$ cat src/rtl/tx_fifo_arb.sv
// ---------------------------------------------------------------------------
// tx_fifo_arb
//
// Round-robin frame arbiter that shares the single UART TX byte FIFO between
// NUM_REQ frame-building sources. A grant is held for a whole frame so bytes
// from different sources never interleave. The granted source is throttled by
// FIFO full / high-water, and a frame whose source goes quiet for TIMEOUT
// cycles is abandoned.
//
// Optional feature macro: SRC_TAG_EN
//   When defined, each frame is prefixed in the FIFO with a tag byte
//   {4'hA, 1'b0, index[2:0]} written from a one-cycle TAG state.
//   When undefined, frames enter the FIFO unmodified.
//
// Ports:
//   clk            clock
//   rst            asynchronous, active-low reset
//   src_req        per-source frame request (level)
//   src_wen        per-source byte write strobe
//   src_wdata      per-source byte, source i on bits [8i+7:8i]
//   src_last       final byte of a frame, qualified by src_wen
//   src_gnt        one-hot grant (registered)
//   src_ready      granted source may write this cycle (combinational)
//   tx_fifo_wen    FIFO write strobe (registered)
//   tx_fifo_wdata  FIFO write data (registered)
//   tx_fifo_full   FIFO full
//   tx_fifo_usedw  FIFO fill level
//   err_timeout    one-cycle pulse when a frame is aborted
//   drop_cnt       saturating count of bytes written while not ready
// ---------------------------------------------------------------------------
module tx_fifo_arb #(
    parameter int NUM_REQ    = 4,
    parameter int USEDW_W    = 12,
    parameter int HIGH_WATER = 2000,
    parameter int TIMEOUT    = 50000
) (
    input  logic                 clk,
    input  logic                 rst,
    input  logic [NUM_REQ-1:0]   src_req,
    input  logic [NUM_REQ-1:0]   src_wen,
    input  logic [8*NUM_REQ-1:0] src_wdata,
    input  logic [NUM_REQ-1:0]   src_last,
    output logic [NUM_REQ-1:0]   src_gnt,
    output logic [NUM_REQ-1:0]   src_ready,
    output logic                 tx_fifo_wen,
    output logic [7:0]           tx_fifo_wdata,
    input  logic                 tx_fifo_full,
    input  logic [USEDW_W-1:0]   tx_fifo_usedw,
    output logic                 err_timeout,
    output logic [15:0]          drop_cnt
);

    localparam int                 PTR_W    = $clog2(NUM_REQ);
    localparam logic [USEDW_W-1:0] HW_LEVEL = USEDW_W'(HIGH_WATER);
    localparam logic [15:0]        TMO_LAST = 16'(TIMEOUT - 1);

    typedef enum logic [1:0] {
        S_IDLE,
`ifdef SRC_TAG_EN
        S_TAG,
`endif
        S_XFER,
        S_GAP
    } state_t;

    state_t             r_state;
    logic [NUM_REQ-1:0] r_gnt;
    logic [PTR_W-1:0]   r_rrPtr;
    logic [15:0]        r_toCnt;
    logic               r_fifoWen;
    logic [7:0]         r_fifoWdata;
    logic               r_errTimeout;
    logic [15:0]        r_dropCnt;

    state_t             w_nextState;
    logic [NUM_REQ-1:0] w_gntNext;
    logic [PTR_W-1:0]   w_rrNext;
    logic [15:0]        w_toNext;
    logic               w_wenNext;
    logic [7:0]         w_wdataNext;
    logic               w_errNext;
    logic [15:0]        w_dropNext;

    logic               w_fifoOk;
    logic               w_accept;
    logic [7:0]         w_srcByte;
    logic               w_found;
    logic [PTR_W-1:0]   w_winner;
    logic [NUM_REQ-1:0] w_drop;
    logic [3:0]         w_dropNum;
    logic [16:0]        w_dropSum;

    // While a frame is active r_rrPtr holds the granted index, so it doubles
    // as the mux select for the granted source's byte lane.
    assign w_fifoOk  = !tx_fifo_full && (tx_fifo_usedw < HW_LEVEL);
    assign src_ready = ((r_state == S_XFER) && w_fifoOk) ? r_gnt : '0;
    assign w_srcByte = src_wdata[{r_rrPtr, 3'b000} +: 8];
    assign w_accept  = (r_state == S_XFER) && w_fifoOk && src_wen[r_rrPtr];

    // Round-robin search: first requester strictly after r_rrPtr, with wrap,
    // so the most recently served source ends up with the lowest priority.
    always_comb begin
        logic [PTR_W:0] idx;
        w_found  = 1'b0;
        w_winner = '0;
        idx      = '0;
        for (int k = 1; k <= NUM_REQ; k++) begin
            idx = {1'b0, r_rrPtr} + (PTR_W+1)'(k);
            if (idx >= (PTR_W+1)'(NUM_REQ)) begin
                idx = idx - (PTR_W+1)'(NUM_REQ);
            end
            if (!w_found && src_req[idx[PTR_W-1:0]]) begin
                w_found  = 1'b1;
                w_winner = idx[PTR_W-1:0];
            end
        end
    end

    // Any strobe that is not matched by a ready bit is a discarded byte; more
    // than one source can drop in the same cycle, so add them all up.
    always_comb begin
        w_drop    = src_wen & ~src_ready;
        w_dropNum = '0;
        for (int i = 0; i < NUM_REQ; i++) begin
            w_dropNum = w_dropNum + 4'(w_drop[i]);
        end
        w_dropSum  = {1'b0, r_dropCnt} + 17'(w_dropNum);
        w_dropNext = w_dropSum[16] ? 16'hFFFF : w_dropSum[15:0];
    end

    // Next-state and next-output logic. The timeout counter runs in every
    // non-productive cycle of a granted frame, including backpressure stalls.
    always_comb begin
        w_nextState = r_state;
        w_gntNext   = r_gnt;
        w_rrNext    = r_rrPtr;
        w_toNext    = r_toCnt;
        w_wenNext   = 1'b0;
        w_wdataNext = r_fifoWdata;
        w_errNext   = 1'b0;
        case (r_state)
            S_IDLE: begin
                if (w_found) begin
                    w_gntNext = NUM_REQ'(1) << w_winner;
                    w_rrNext  = w_winner;
                    w_toNext  = '0;
`ifdef SRC_TAG_EN
                    w_nextState = S_TAG;
`else
                    w_nextState = S_XFER;
`endif
                end
            end
`ifdef SRC_TAG_EN
            S_TAG: begin
                if (w_fifoOk) begin
                    w_wenNext   = 1'b1;
                    w_wdataNext = {4'hA, 1'b0, 3'(r_rrPtr)};
                    w_toNext    = '0;
                    w_nextState = S_XFER;
                end else if (r_toCnt == TMO_LAST) begin
                    w_errNext   = 1'b1;
                    w_gntNext   = '0;
                    w_toNext    = '0;
                    w_nextState = S_GAP;
                end else begin
                    w_toNext = r_toCnt + 16'd1;
                end
            end
`endif
            S_XFER: begin
                if (w_accept) begin
                    w_wenNext   = 1'b1;
                    w_wdataNext = w_srcByte;
                    w_toNext    = '0;
                    if (src_last[r_rrPtr]) begin
                        w_gntNext   = '0;
                        w_nextState = S_GAP;
                    end
                end else if (r_toCnt == TMO_LAST) begin
                    w_errNext   = 1'b1;
                    w_gntNext   = '0;
                    w_toNext    = '0;
                    w_nextState = S_GAP;
                end else begin
                    w_toNext = r_toCnt + 16'd1;
                end
            end
            S_GAP: begin
                w_gntNext   = '0;
                w_nextState = S_IDLE;
            end
            default: begin
                w_gntNext   = '0;
                w_nextState = S_IDLE;
            end
        endcase
    end

    // State and output registers.
    always_ff @(posedge clk or negedge rst) begin
        if (!rst) begin
            r_state      <= S_IDLE;
            r_gnt        <= '0;
            r_rrPtr      <= PTR_W'(NUM_REQ - 1);
            r_toCnt      <= '0;
            r_fifoWen    <= 1'b0;
            r_fifoWdata  <= '0;
            r_errTimeout <= 1'b0;
            r_dropCnt    <= '0;
        end else begin
            r_state      <= w_nextState;
            r_gnt        <= w_gntNext;
            r_rrPtr      <= w_rrNext;
            r_toCnt      <= w_toNext;
            r_fifoWen    <= w_wenNext;
            r_fifoWdata  <= w_wdataNext;
            r_errTimeout <= w_errNext;
            r_dropCnt    <= w_dropNext;
        end
    end

    assign src_gnt       = r_gnt;
    assign tx_fifo_wen   = r_fifoWen;
    assign tx_fifo_wdata = r_fifoWdata;
    assign err_timeout   = r_errTimeout;
    assign drop_cnt      = r_dropCnt;

endmodule
$ cat config.mk
export PLATFORM = sky130hd
export DESIGN_NAME = tx_fifo_arb
export DESIGN_NICKNAME = d
export VERILOG_FILES = /design/src/rtl/tx_fifo_arb.sv
export SDC_FILE = /design/constraint.sdc
export NUM_CORES = 1
export LEC_CHECK = 0
export CAP_MARGIN = 20
export CORE_MARGIN = 3
export CORE_UTILIZATION = 50
export CTS_CLUSTER_SIZE = 12
export DETAILED_ROUTE_END_ITERATION = 8
export MAX_ROUTING_LAYER = met4
export PLACE_DENSITY = 0.94
export SETUP_SLACK_MARGIN = 0.02
export SYNTH_ARGS = -nofsm -noshare
export SYNTH_HDL_FRONTEND = slang
export SYNTH_SLANG_ARGS = --single-unit
$ cat constraint.sdc
create_clock -name clk -period 6.15 [get_ports clk]
set_input_delay 0.615 -clock clk [delete_from_list [all_inputs] [get_ports clk]]
set_output_delay 0.615 -clock clk [all_outputs]
set_load 0.01 [all_outputs]
==> flow_summary_export.csv <==
group,metric,value,unit
sta,hold_viol_final,0,
yosys,syn-num-nets,345,
hold_path,hold_class,"input port to async pin",
sta,setup_viol,0,
drt,ant_nets,0,
sta,drv_slew,0,
clock_tree,cts_buffers,5,
critical_path,end_kind,"flop",
yosys,ys_ff_latch,50,
placement,port_buffers,88,
finish,fin_util,70.1,%
yosys,synth_edf_count,0,
yosys,synthCells,281,
drt,drt-vias-per-instance,5.88,
clock_tree,postCtsHoldBufs,0,
sta,relSlewSlack,42.6,%
power_and_ir_drop,p_comb_share,46.1,%
clock_tree,ctsHtreeMaxLevel,2,
power_and_ir_drop,p_clk_share,13.8,%
placement,pre_cts_slack,1680,ps
clock_tree,cts_root_buffer,"clkbuf_8",
power_and_ir_drop,seq_power_share,40.1,%
global_route,track_usage,25.2,%
clock_tree,cts_tree,"yes",
clock_tree,clock_sinks,50,
drt,vias,2575,
critical_path,arrival,4390,ps
yosys,avgSynthCellArea,10.2,um2
floorplan,io_pins,93,
power_and_ir_drop,p_per_area,362,nW/um2
critical_path,cp-start-kind,"input port",
drt,wirelength,7.73,mm
finish,multi_input_area,1520,um2
finish,nFillCells,406,
floorplan,die_area,6700,um2
power_and_ir_drop,irDropWorstVdd,0.227,mV
drt,dr.pass1.iters,4,
placement,gp_congestion,0.860,
clock_tree,clk_latency,310,ps
floorplan,core,5540,um2
run,cap_violations,0,
clock_tree,post_cts_buffers,0,
global_route,grt_start_max_net_pins,51,
placement,dp_hpwl,5.84,mm
finish,layout-drive-gt1-share,10.9,%
yosys,ys.flop_type,"dfrtp_1",
power_and_ir_drop,p_leak,0.00165,uW
finish,fin_nets,429,
yosys,synth-async-reset-ratio,100,%
drt,routedWlPerCell,17.6,um
global_route,grt_pass1_vias,2568,
power_and_ir_drop,switching_share,38.2,%
yosys,yosysWarnings,0,
sta,fin_crit_sh,67.9,%
yosys,syn-cell-area,2880,um2
global_route,grt_pass1_wl,12.5,mm
floorplan,dieHeight,81.9,um
critical_path,crit_fanout,12,
finish,area_delta_synth_final,34.9,%
finish,num_antenna_cells,0,
sta,fmax,0.240,GHz
sta,setup_tns,0,ps
clock_tree,clockBufferDepth,2,
clock_tree,cts.clk_slew.worst_paths,90,ps
floorplan,die_x,81.9,um
sta,final.setup_skew,12.5,ps
clock_tree,cts-resized-gates,0,
yosys,ys_types,54,
power_and_ir_drop,power_switching,538,uW
drt,drc_errors,0,
drt,drtIter0Drc,194,
outcome,status,"completed",
critical_path,worstPathRequired,6370,ps
critical_path,path_class,"input port to flop",
sta,worstMarginPinSlew,858,ps
floorplan,rows,27,
sta,min_period,4180,ps
power_and_ir_drop,power,1410,uW
finish,seq_area,1250,um2
global_route,grt_antenna_before_repair,0,
yosys,synth.yosys.seq_area_share,43.5,%
floorplan,start_util,52.0,%
global_route,grt_overflow,0,
power_and_ir_drop,p_int,871,uW
sta,rsz0062_at_grt,"false",
sta,holdWs,403,ps
sta,setup_ws,1970,ps
## cells in the mapped netlist (2+ instances only)
master | n | share of area, %
a21oi_1 | 7 | 1.2
nor2_1 | 16 | 2.1
ha_1 | 2 | 0.87
nand3_1 | 12 | 2.1
mux2_2 | 11 | 4.3
nor4_1 | 2 | 0.43
a31oi_1 | 13 | 2.8
nand4_1 | 4 | 0.87
inv_1 | 10 | 1.3
and2_1 | 7 | 1.5
nand2b_1 | 9 | 2.0
xnor2_1 | 5 | 1.5
nand2_1 | 37 | 4.8
nand3b_1 | 2 | 0.52
a41oi_1 | 5 | 1.5
nor2b_1 | 5 | 1.1
clkbuf_1 | 6 | 0.78
dfrtp_1 | 48 | 42
mux4_2 | 10 | 7.8
buf_2 | 5 | 0.87
and3_1 | 6 | 1.3
o21ai_1 | 4 | 0.70
or3_1 | 2 | 0.43
a21o_1 | 4 | 1.0
and4_1 | 3 | 0.91
dfstp_2 | 2 | 1.8
nor3_1 | 6 | 1.0
xor2_1 | 4 | 1.2
fa_1 | 3 | 2.1
o21ai_0 | 7 | 1.2
## worst max-delay path, cell delays in order
cell and delay, ps:
clkdlybuf4s50_1 420, nor4b_1 450, o21a_1 250, and2_1 160, nand2b_1 140, fa_1 430, inv_1 100, fa_1 210
fa_1 220, nand2_1 150, nor4_1 530, nand3_1 490, o21ai_0 240
## kinds of logic (layout without fill, tap and decap cells)
kind of cell               count (synthesis)  after routing  synth area share (%)
AOI/OAI and AO/OA                         50             50                  11.6
xor gates and xnor gates                   9              9                  2.74
adders and majority gates                  5              5                  2.96
buffers and inverters                     24            109                  3.61
DFF                                       50             50                  43.5
muxes                                     22             22                  12.5
and+or+nand+nor                          121            121                  23.1
## per-stage QoR
step                cells  cell area, um2
CTS                   438            3880
global route          438            3880
global placement      429            3790
detailed placement    430            3800
finish                438            3880
floorplan             281            2880
## layout by cell type (no fill, tap or decap), types with 3 or more instances in the layout
| master | count |
|---|---|
| clkdlybuf4s50_1 | 87 |
| dfrtp_1 | 48 |
| nand2_1 | 37 |
| nor2_1 | 16 |
| a31oi_1 | 13 |
| nand3_1 | 12 |
| mux2_2 | 11 |
| inv_1 | 10 |
| mux4_2 | 10 |
| nand2b_1 | 9 |
| and2_1 | 7 |
| a21oi_1 | 7 |
| o21ai_0 | 7 |
| nor3_1 | 6 |
| and3_1 | 6 |
| nor2b_1 | 5 |
| xnor2_1 | 5 |
| a41oi_1 | 5 |
| clkbuf_8 | 5 |
| nand4_1 | 4 |
| a21o_1 | 4 |
| xor2_1 | 4 |
| o21ai_1 | 4 |
| and4_1 | 3 |
| fa_1 | 3 |
## final cells by class
cell class	count	share of cell area (%)
Timing Repair Buffer	90	23.0
Tap cell	72	2.32
Clock buffer	7	1.96
Multi-Input combinational cell	207	39.2
Clock inverter	1	0.193
Sequential cell	50	32.3
Inverter	11	1.06
## power by group through the flow
stage          clock network, uW  logic (uW)  registers [uW]
2_1_floorplan                  0         386             542
4_1_cts                      194         652             562
5_1_grt                      207         708             583
6_report                     194         649             565
3_5_place_dp                   0         650             567
3_3_place_gp                   0         606             558
## worst paths after layout
path	from	end	slack (ps)	cells past startpoint
worst max-delay path	tx_fifo_usedw[11]	drop_cnt[2]	1970	13
worst min-delay path	rst	drop_cnt[3]	400	2
worst max register to register	r_state[1]	drop_cnt[2]	2240	12
worst min register to register	r_toCnt[15]	r_toCnt[15]	510	1
max in group asynchronous	rst	r_toCnt[3]	5320	2
min in group clk	r_toCnt[15]	r_toCnt[15]	510	1
## layer usage
layer,routed length (um),global-route usage (%),vias to the layer above
met5,0,-,-
met4,107,6.15,0
met3,496,5.04,10
met2,4000,42.5,110
met1,3120,31.2,1274
li1,-,-,1181
## flip-flops by register name (all words and copies together), names as in the netlist
register       count
drop_cnt          16
r_rrPtr            2
tx_fifo_wdata      8
src_gnt            4
tx_fifo_wen        1
r_toCnt           16
err_timeout        1
r_state            2
(Power assumes the default switching activity.)
